$ cat src/rtl/datapath_pkg.sv
// Shared constants, operation decode type and status-word helper for the
// multiply-by-repeated-addition datapath and its control unit.
package datapath_pkg;

  localparam int unsigned WIDTH    = 16;
  localparam int unsigned STATUS_W = 32;

  // Operation selected from the enable lines after priority resolution.
  typedef enum logic [1:0] {
    OpHold,
    OpLoad,
    OpCommit,
    OpStep
  } dp_op_e;

  function automatic logic [STATUS_W-1:0] status_word(input logic cond);
    return {{(STATUS_W-1){1'b0}}, cond};
  endfunction

endpackage

$ cat src/rtl/datapath_unit_en_reg.sv
// Width-parameterised register with load enable and asynchronous active-high
// clear; holds operands and the committed result.
module datapath_unit_en_reg #(
  parameter int unsigned Width = 8
) (
  input  logic             clk_i,
  input  logic             rst_i,
  input  logic             en_i,
  input  logic [Width-1:0] d_i,
  output logic [Width-1:0] q_o
);

  logic [Width-1:0] q_d, q_q;

  always_comb begin
    q_d = q_q;
    if (en_i) q_d = d_i;
  end

  always_ff @(posedge clk_i or posedge rst_i) begin
    if (rst_i) q_q <= '0;
    else       q_q <= q_d;
  end

  assign q_o = q_q;

endmodule

$ cat src/rtl/datapath_unit.sv
// Datapath for unsigned multiply by repeated addition, driven by the enable
// lines of the control unit and reporting start/completion status back to it.
module datapath_unit #(
  parameter int unsigned WIDTH    = datapath_pkg::WIDTH,
  parameter int unsigned STATUS_W = datapath_pkg::STATUS_W
) (
  input  logic                  clk,
  input  logic                  rst,
  input  logic                  Enable3,
  input  logic                  Enable6,
  input  logic                  Enable7,
  input  logic                  go,
  input  logic [WIDTH-1:0]      a_in,
  input  logic [WIDTH-1:0]      b_in,
  output logic [STATUS_W-1:0]   output2,
  output logic [STATUS_W-1:0]   output5,
  output logic [2*WIDTH-1:0]    result,
  output logic                  done
);

  import datapath_pkg::*;

  dp_op_e op;

  logic                 go_d, go_q;
  logic                 done_d, done_q;
  logic [WIDTH-1:0]     cnt_d, cnt_q;
  logic [2*WIDTH-1:0]   acc_d, acc_q;
  logic [WIDTH-1:0]     a_q, b_q;
  logic [2*WIDTH-1:0]   result_q;
  logic                 load_en, commit_en;

  // Only one enable acts per cycle: load beats commit beats step.
  always_comb begin
    op = OpHold;
    if (Enable3)      op = OpLoad;
    else if (Enable7) op = OpCommit;
    else if (Enable6) op = OpStep;
  end

  assign load_en   = (op == OpLoad);
  assign commit_en = (op == OpCommit);

  always_comb begin
    go_d   = go;
    acc_d  = acc_q;
    cnt_d  = cnt_q;
    done_d = done_q;
    unique case (op)
      OpLoad: begin
        acc_d  = '0;
        cnt_d  = '0;
        done_d = 1'b0;
      end
      OpCommit: begin
        done_d = 1'b1;
      end
      OpStep: begin
        acc_d = acc_q + {{WIDTH{1'b0}}, a_q};
        cnt_d = cnt_q + WIDTH'(1);
      end
      default: ;
    endcase
  end

  always_ff @(posedge clk or posedge rst) begin
    if (rst) begin
      go_q   <= 1'b0;
      done_q <= 1'b0;
      cnt_q  <= '0;
      acc_q  <= '0;
    end else begin
      go_q   <= go_d;
      done_q <= done_d;
      cnt_q  <= cnt_d;
      acc_q  <= acc_d;
    end
  end

  datapath_unit_en_reg #(
    .Width (WIDTH)
  ) u_a_reg (
    .clk_i (clk),
    .rst_i (rst),
    .en_i  (load_en),
    .d_i   (a_in),
    .q_o   (a_q)
  );

  datapath_unit_en_reg #(
    .Width (WIDTH)
  ) u_b_reg (
    .clk_i (clk),
    .rst_i (rst),
    .en_i  (load_en),
    .d_i   (b_in),
    .q_o   (b_q)
  );

  // Result survives a reload so the last product stays visible until re-commit.
  datapath_unit_en_reg #(
    .Width (2 * WIDTH)
  ) u_result_reg (
    .clk_i (clk),
    .rst_i (rst),
    .en_i  (commit_en),
    .d_i   (acc_q),
    .q_o   (result_q)
  );

  assign output2 = STATUS_W'(status_word(go_q));
  assign output5 = STATUS_W'(status_word(cnt_q == b_q));
  assign result  = result_q;
  assign done    = done_q;

endmodule

$ cat config.mk
export PLATFORM = sky130hd
export DESIGN_NAME = datapath_unit
export DESIGN_NICKNAME = d
export VERILOG_FILES = /design/src/rtl/datapath_pkg.sv /design/src/rtl/datapath_unit_en_reg.sv /design/src/rtl/datapath_unit.sv
export SDC_FILE = /design/constraint.sdc
export NUM_CORES = 1
export LEC_CHECK = 0
export ABC_AREA = 1
export CAP_MARGIN = 20
export CORE_MARGIN = 3
export CORE_UTILIZATION = 48
export DETAILED_ROUTE_END_ITERATION = 6
export GPL_TIMING_DRIVEN = 0
export PLACE_DENSITY = 0.78
export SLEW_MARGIN = 20
export SYNTH_ARGS = -nofsm -noshare
export SYNTH_HDL_FRONTEND = slang
export SYNTH_SLANG_ARGS = --single-unit
$ cat constraint.sdc
create_clock -name clk -period 3.45 [get_ports clk]
set_input_delay 0.69 -clock clk [delete_from_list [all_inputs] [get_ports clk]]
set_output_delay 0.69 -clock clk [all_outputs]
set_load 0.005 [all_outputs]
* Yosys cells after proc, flatten, opt, wreduce, memory -nomap -nowiden
Cells that the tools add are included.
Operators by class: bitwise operators 0, divide/modulo/power cells 0, shift-type cells 0, multiply operators 0, mux-type cells 6, $add $sub $neg 2, eq/ne operators 4, reduce and logical (&&, ||, !) cells 2, $lt $le $gt $ge 0
Operator list (count):
- $pmux W32 S2 | 1
- $add A32 B16 Y32 | 1
- $pmux W16 S2 | 1
- $add A16 B1 Y16 const B | 1
- $eq A16 B16 Y1 | 1
- $mux W2 | 3
- $eq A2 B2 Y1 const B | 2
- $reduce_bool A2 Y1 | 2
- $eq A2 B1 Y1 const B | 1
- $pmux W1 S2 | 1
Storage, ports and cells: flip-flop bits (word level) 114, bits in latches 0, bits in read-only memories 0, input bits 38, memories 0, RAM bits 0, word-level logic and storage cells 21, output and inout port bits 97

* Depth between registers and ports, before layout
depth after elaboration 5, gate-level depth with buffers 14, depth with buffers taken out 14

* Cells and area by module
Synthesis repeated with hierarchy kept, for this count alone.
Second synthesis, totals: cells, all modules 927, area total of the unflattened synthesis 6977.9 um^2
By module, submodules not included:
- datapath_unit | area each 4385.5 um^2, sequential area each 1251.2 um^2, cells an instance 652, times used 1
- datapath_unit_en_reg (u_a_reg ...) | area each 648.1 um^2, sequential area each 400.4 um^2, cells an instance 69, times used 2
- datapath_unit_en_reg (u_result_reg) | area each 1296.2 um^2, sequential area each 800.8 um^2, cells an instance 137, times used 1

* Worst setup path before layout
Ideal clock, no wire load.
path type input-to-reg, start point in Enable6, end point reg u_b_reg.q_q[0], in the netlist u_b_reg.q_o[0], cell stages on the path 6, arrival time 2.055 ns, setup time 0.125 ns, required time 3.325 ns, setup slack 1.270 ns, buffers on the path 2, cell sequence inv_1 > o21bai_4 > clkbuf_1 > ha_1 > clkbuf_1 > mux2_2
On the way: word-level cells in the longest chain between the ends 4
RTL lines:
- from (decl) | RTL line datapath_unit.sv:10 | input logic Enable6,
- $mux W2 | RTL line datapath_unit.sv:38 | else if (Enable6) op = OpStep;
- $mux W2 | RTL line datapath_unit.sv:37 | else if (Enable7) op = OpCommit;
- $mux W2 | RTL line datapath_unit.sv:36 | if (Enable3) op = OpLoad;
- $eq A2 B1 Y1 | RTL line datapath_unit.sv:41 | assign load_en = (op == OpLoad);
- to (signal assigned) | RTL line datapath_unit_en_reg.sv:22 | else q_q <= q_d;
- to (decl) | RTL line datapath_unit_en_reg.sv:13 | logic [Width-1:0] q_d, q_q;
No other way between the ends. A chain may end at the register's enable or synchronous reset.

* Worst setup path in the final report
start point reg cnt_q[2], end point out output5[0]
On the way: word-level cells in the longest chain between the ends 1
RTL lines:
- from (decl) | RTL line datapath_unit.sv:27 | logic [WIDTH-1:0] cnt_d, cnt_q;
- from (signal assigned) | RTL line datapath_unit.sv:75 | cnt_q <= cnt_d;
- $eq A16 B16 Y1 | RTL line datapath_unit.sv:112 | assign output5 = STATUS_W'(status_word(cnt_q == b_q));
- to (decl) | RTL line datapath_unit.sv:16 | output logic [STATUS_W-1:0] output5,
No other way between the ends.

==> impl_metrics.toml <==
[drt]
wirelength_um = 16000
dr.pass1.iters = 5
wire_per_inst_um = 13.2
drc_errors = 0
vias = 5859
viasPerCell = 4.85
drt_iter0_markers = 332
detail-route-antenna-nets = 0

[worst_setup_path]
crit_end = "output5[0]"
critPathArrivalTime_ps = 2230
cp_max_fo = 6
worst_ep_required_time_ps = 2760
cp-start-kind = "flip-flop"
cp-end-kind = "output port"
critPathLaunch = "cnt_q[2]$_DFFE_PP0P_"
r2r_cells = 12
reg2reg_to = "acc_q[20]$_DFFE_PP0P_"
r2r_slack_ps = 1270
critical_path_class = "reg2out"
rr_startpoint = "u_a_reg.q_o[0]$_DFFE_PP0N_"

[final_layout]
multi_input_comb_area_um2 = 3280
drive_above_1_share_pct = 17.5
layout.nets = 1079
diodes = 0
stdcell_count = 1209
utilization_pct = 63.9
fillers = 1185
seq_area_um2 = 2850
area_delta_synth_final_pct = 26.8

[die]
core_um2 = 13600
rows = 42
num_io_pins = 135
initial_core_util_pct = 50.4
die_y_um = 125
dieArea_um2 = 15700
dieWidth_um = 125

[timing]
clock.fmax_mhz = 343
tns_ps = 0
fin_skew_ps = 7.03
fin_hold_ws_ps = 466
maxSlewHeadroom_pct = 62.2
finalSetupViolCount = 0
min_period_over_period_pct = 84.5
drv_slew = 0
tightest_slew_ps = 567
hold_viol = 0
rsz0062_at_grt = "false"
period_needed_ps = 2920

[synth]
ys.flop_type = "dfrtp_1"
synth_cells = 865
yosysMostFrequentCell = "nand2_1"
synthArstFlopShare_pct = 100
synth_area_leader_cell = "dfrtp_1"
synth_area_leaders = "dfrtp_1, nand2_1, buf_4"
synth_edf_count = 0
yosys.area.top_type_share_pct = 41.8
syn-cell-area_um2 = 6830
yosysWarnings = 0
ys_top_cells_by_count = "nand2_1, dfrtp_1, inv_1"
ys_seq_area_share_pct = 41.8
avgSynthCellArea_um2 = 7.90
synth.distinct_cells = 43
ys_seq_elements = 114

[pwr]
powerDensity_nw_per_um2 = 481
power.static_leakage_nw = 4.37
vdd_ir_drop_max_mv = 0.372
total_power_mw = 4.17

[global_routing]
track_usage_pct = 21.3
grt_pass1_vias = 5647
grt_max_degree = 35
overflow = 0
grt_first_pass_wirelength_um = 27000
antenna_found_initial = 0

[cts]
cts_resized = 0
cts_tree = "yes"
cts_max_level = 4
cts_max_path_buffers = 2
clk_latency_ps = 420
numCtsBuffers = 17
cts_hold_buf = 0
root_buffer = "clkbuf_16"
path_clk_slew_ps = 50
cts_sinks = 114
post-cts-setup-buffers = 0

[place]
place.gp.congestion = 0.941
hpwl_um = 12100
io_buffers = 72
placed_cells = 1177

[hold_path]
hold_class = "reg2reg"

[run_status]
status = "finished clean"

[flow_run]
max-cap-violations = 0
final cells by class:
| class | instances | area share, % |
|---|---|---|
| multi-input combinational | 633 | 37.8 |
| sequential | 114 | 32.9 |
| timing repair buffer | 75 | 9.01 |
| buffer | 80 | 6.49 |
| clock buffer | 21 | 5.32 |
| inverter | 99 | 4.33 |
| tap | 176 | 2.54 |
| clock inverter | 11 | 1.56 |
power by group:
group	leakage, nW	internal (mW)	total [mW]	switching [mW]
registers	1.51	1.46	1.54	0.0794
logic	2.58	0.371	0.851	0.480
clock network	0.292	1.16	1.78	0.617
total	4.37	2.99	4.17	1.18
flip-flops by register name (all words and copies together) (netlist names):
register	flops
cnt_q	16
u_a_reg.q_o	16
go_q	1
acc_q	32
done	1
u_b_reg.q_o	16
u_result_reg.q_o	32
worst max-delay path, cell delays in order (launching register included):
cell and delay [ps]:
dfrtp_1 470, xnor2_1 200, nand2_1 80, nor4_1 360, and2_1 190, clkdlybuf4s50_1 510
placed cells by master, fill, tap and decap left out, types with 4 or more instances in the layout:
master	n
a21oi_1	33
buf_4	65
clkbuf_1	13
clkbuf_16	17
clkdlybuf4s50_1	72
clkinv_2	6
conb_1	62
dfrtp_1	114
ha_1	20
inv_1	89
inv_2	8
mux2_2	25
nand2_1	253
nand2_2	15
nand3_1	35
nand3_2	10
nand4_1	11
nor2_1	58
nor2_2	9
nor3_1	7
nor4_1	4
o21ai_0	44
o21ai_1	9
xnor2_1	8
logic make-up (layout without fill, tap and decap cells):
logic type	Yosys count	count (layout)	share of synthesized area [%]
and+or+nand+nor	418	418	27.4
buffers and inverters	179	286	13.7
DFF	114	114	41.8
AOI/OAI and AO/OA	97	97	7.78
muxes	25	25	4.12
adders and majority gates	21	21	3.96
xor gates and xnor gates	10	10	1.28
other	1	62	0.0549
how the worst min path moves through the flow:
stage | from | to | slack [ps] | cells past startpoint
finish | u_result_reg.q_o[21]$_DFFE_PP0P_ | u_result_reg.q_o[21]$_DFFE_PP0P_ | 470 | 2
global route | u_result_reg.q_o[23]$_DFFE_PP0P_ | u_result_reg.q_o[23]$_DFFE_PP0P_ | 490 | 2
CTS | u_result_reg.q_o[30]$_DFFE_PP0P_ | u_result_reg.q_o[30]$_DFFE_PP0P_ | 470 | 2
detailed placement | u_result_reg.q_o[30]$_DFFE_PP0P_ | u_result_reg.q_o[30]$_DFFE_PP0P_ | 460 | 2
global placement | u_result_reg.q_o[11]$_DFFE_PP0P_ | u_result_reg.q_o[11]$_DFFE_PP0P_ | 450 | 2
floorplan | u_result_reg.q_o[11]$_DFFE_PP0P_ | u_result_reg.q_o[11]$_DFFE_PP0P_ | 470 | 2
metal layers:
layer  vias to the layer above  wire length, um  track usage [%]
met5                         -                0                0
met4                         0              482             9.38
met3                        42             1060             6.06
met2                       190             7440             33.6
met1                      2670             7000             27.4
li1                       2957                -                -
stage by stage:
step	worst slack [ps]	cell area (um^2)
5_1_grt	377	8660
2_1_floorplan	1270	7070
3_5_place_dp	210	8070
6_report	533	8660
4_1_cts	504	8660
3_3_place_gp	275	8010
Note: power is estimated with default switching activity, not from simulation.
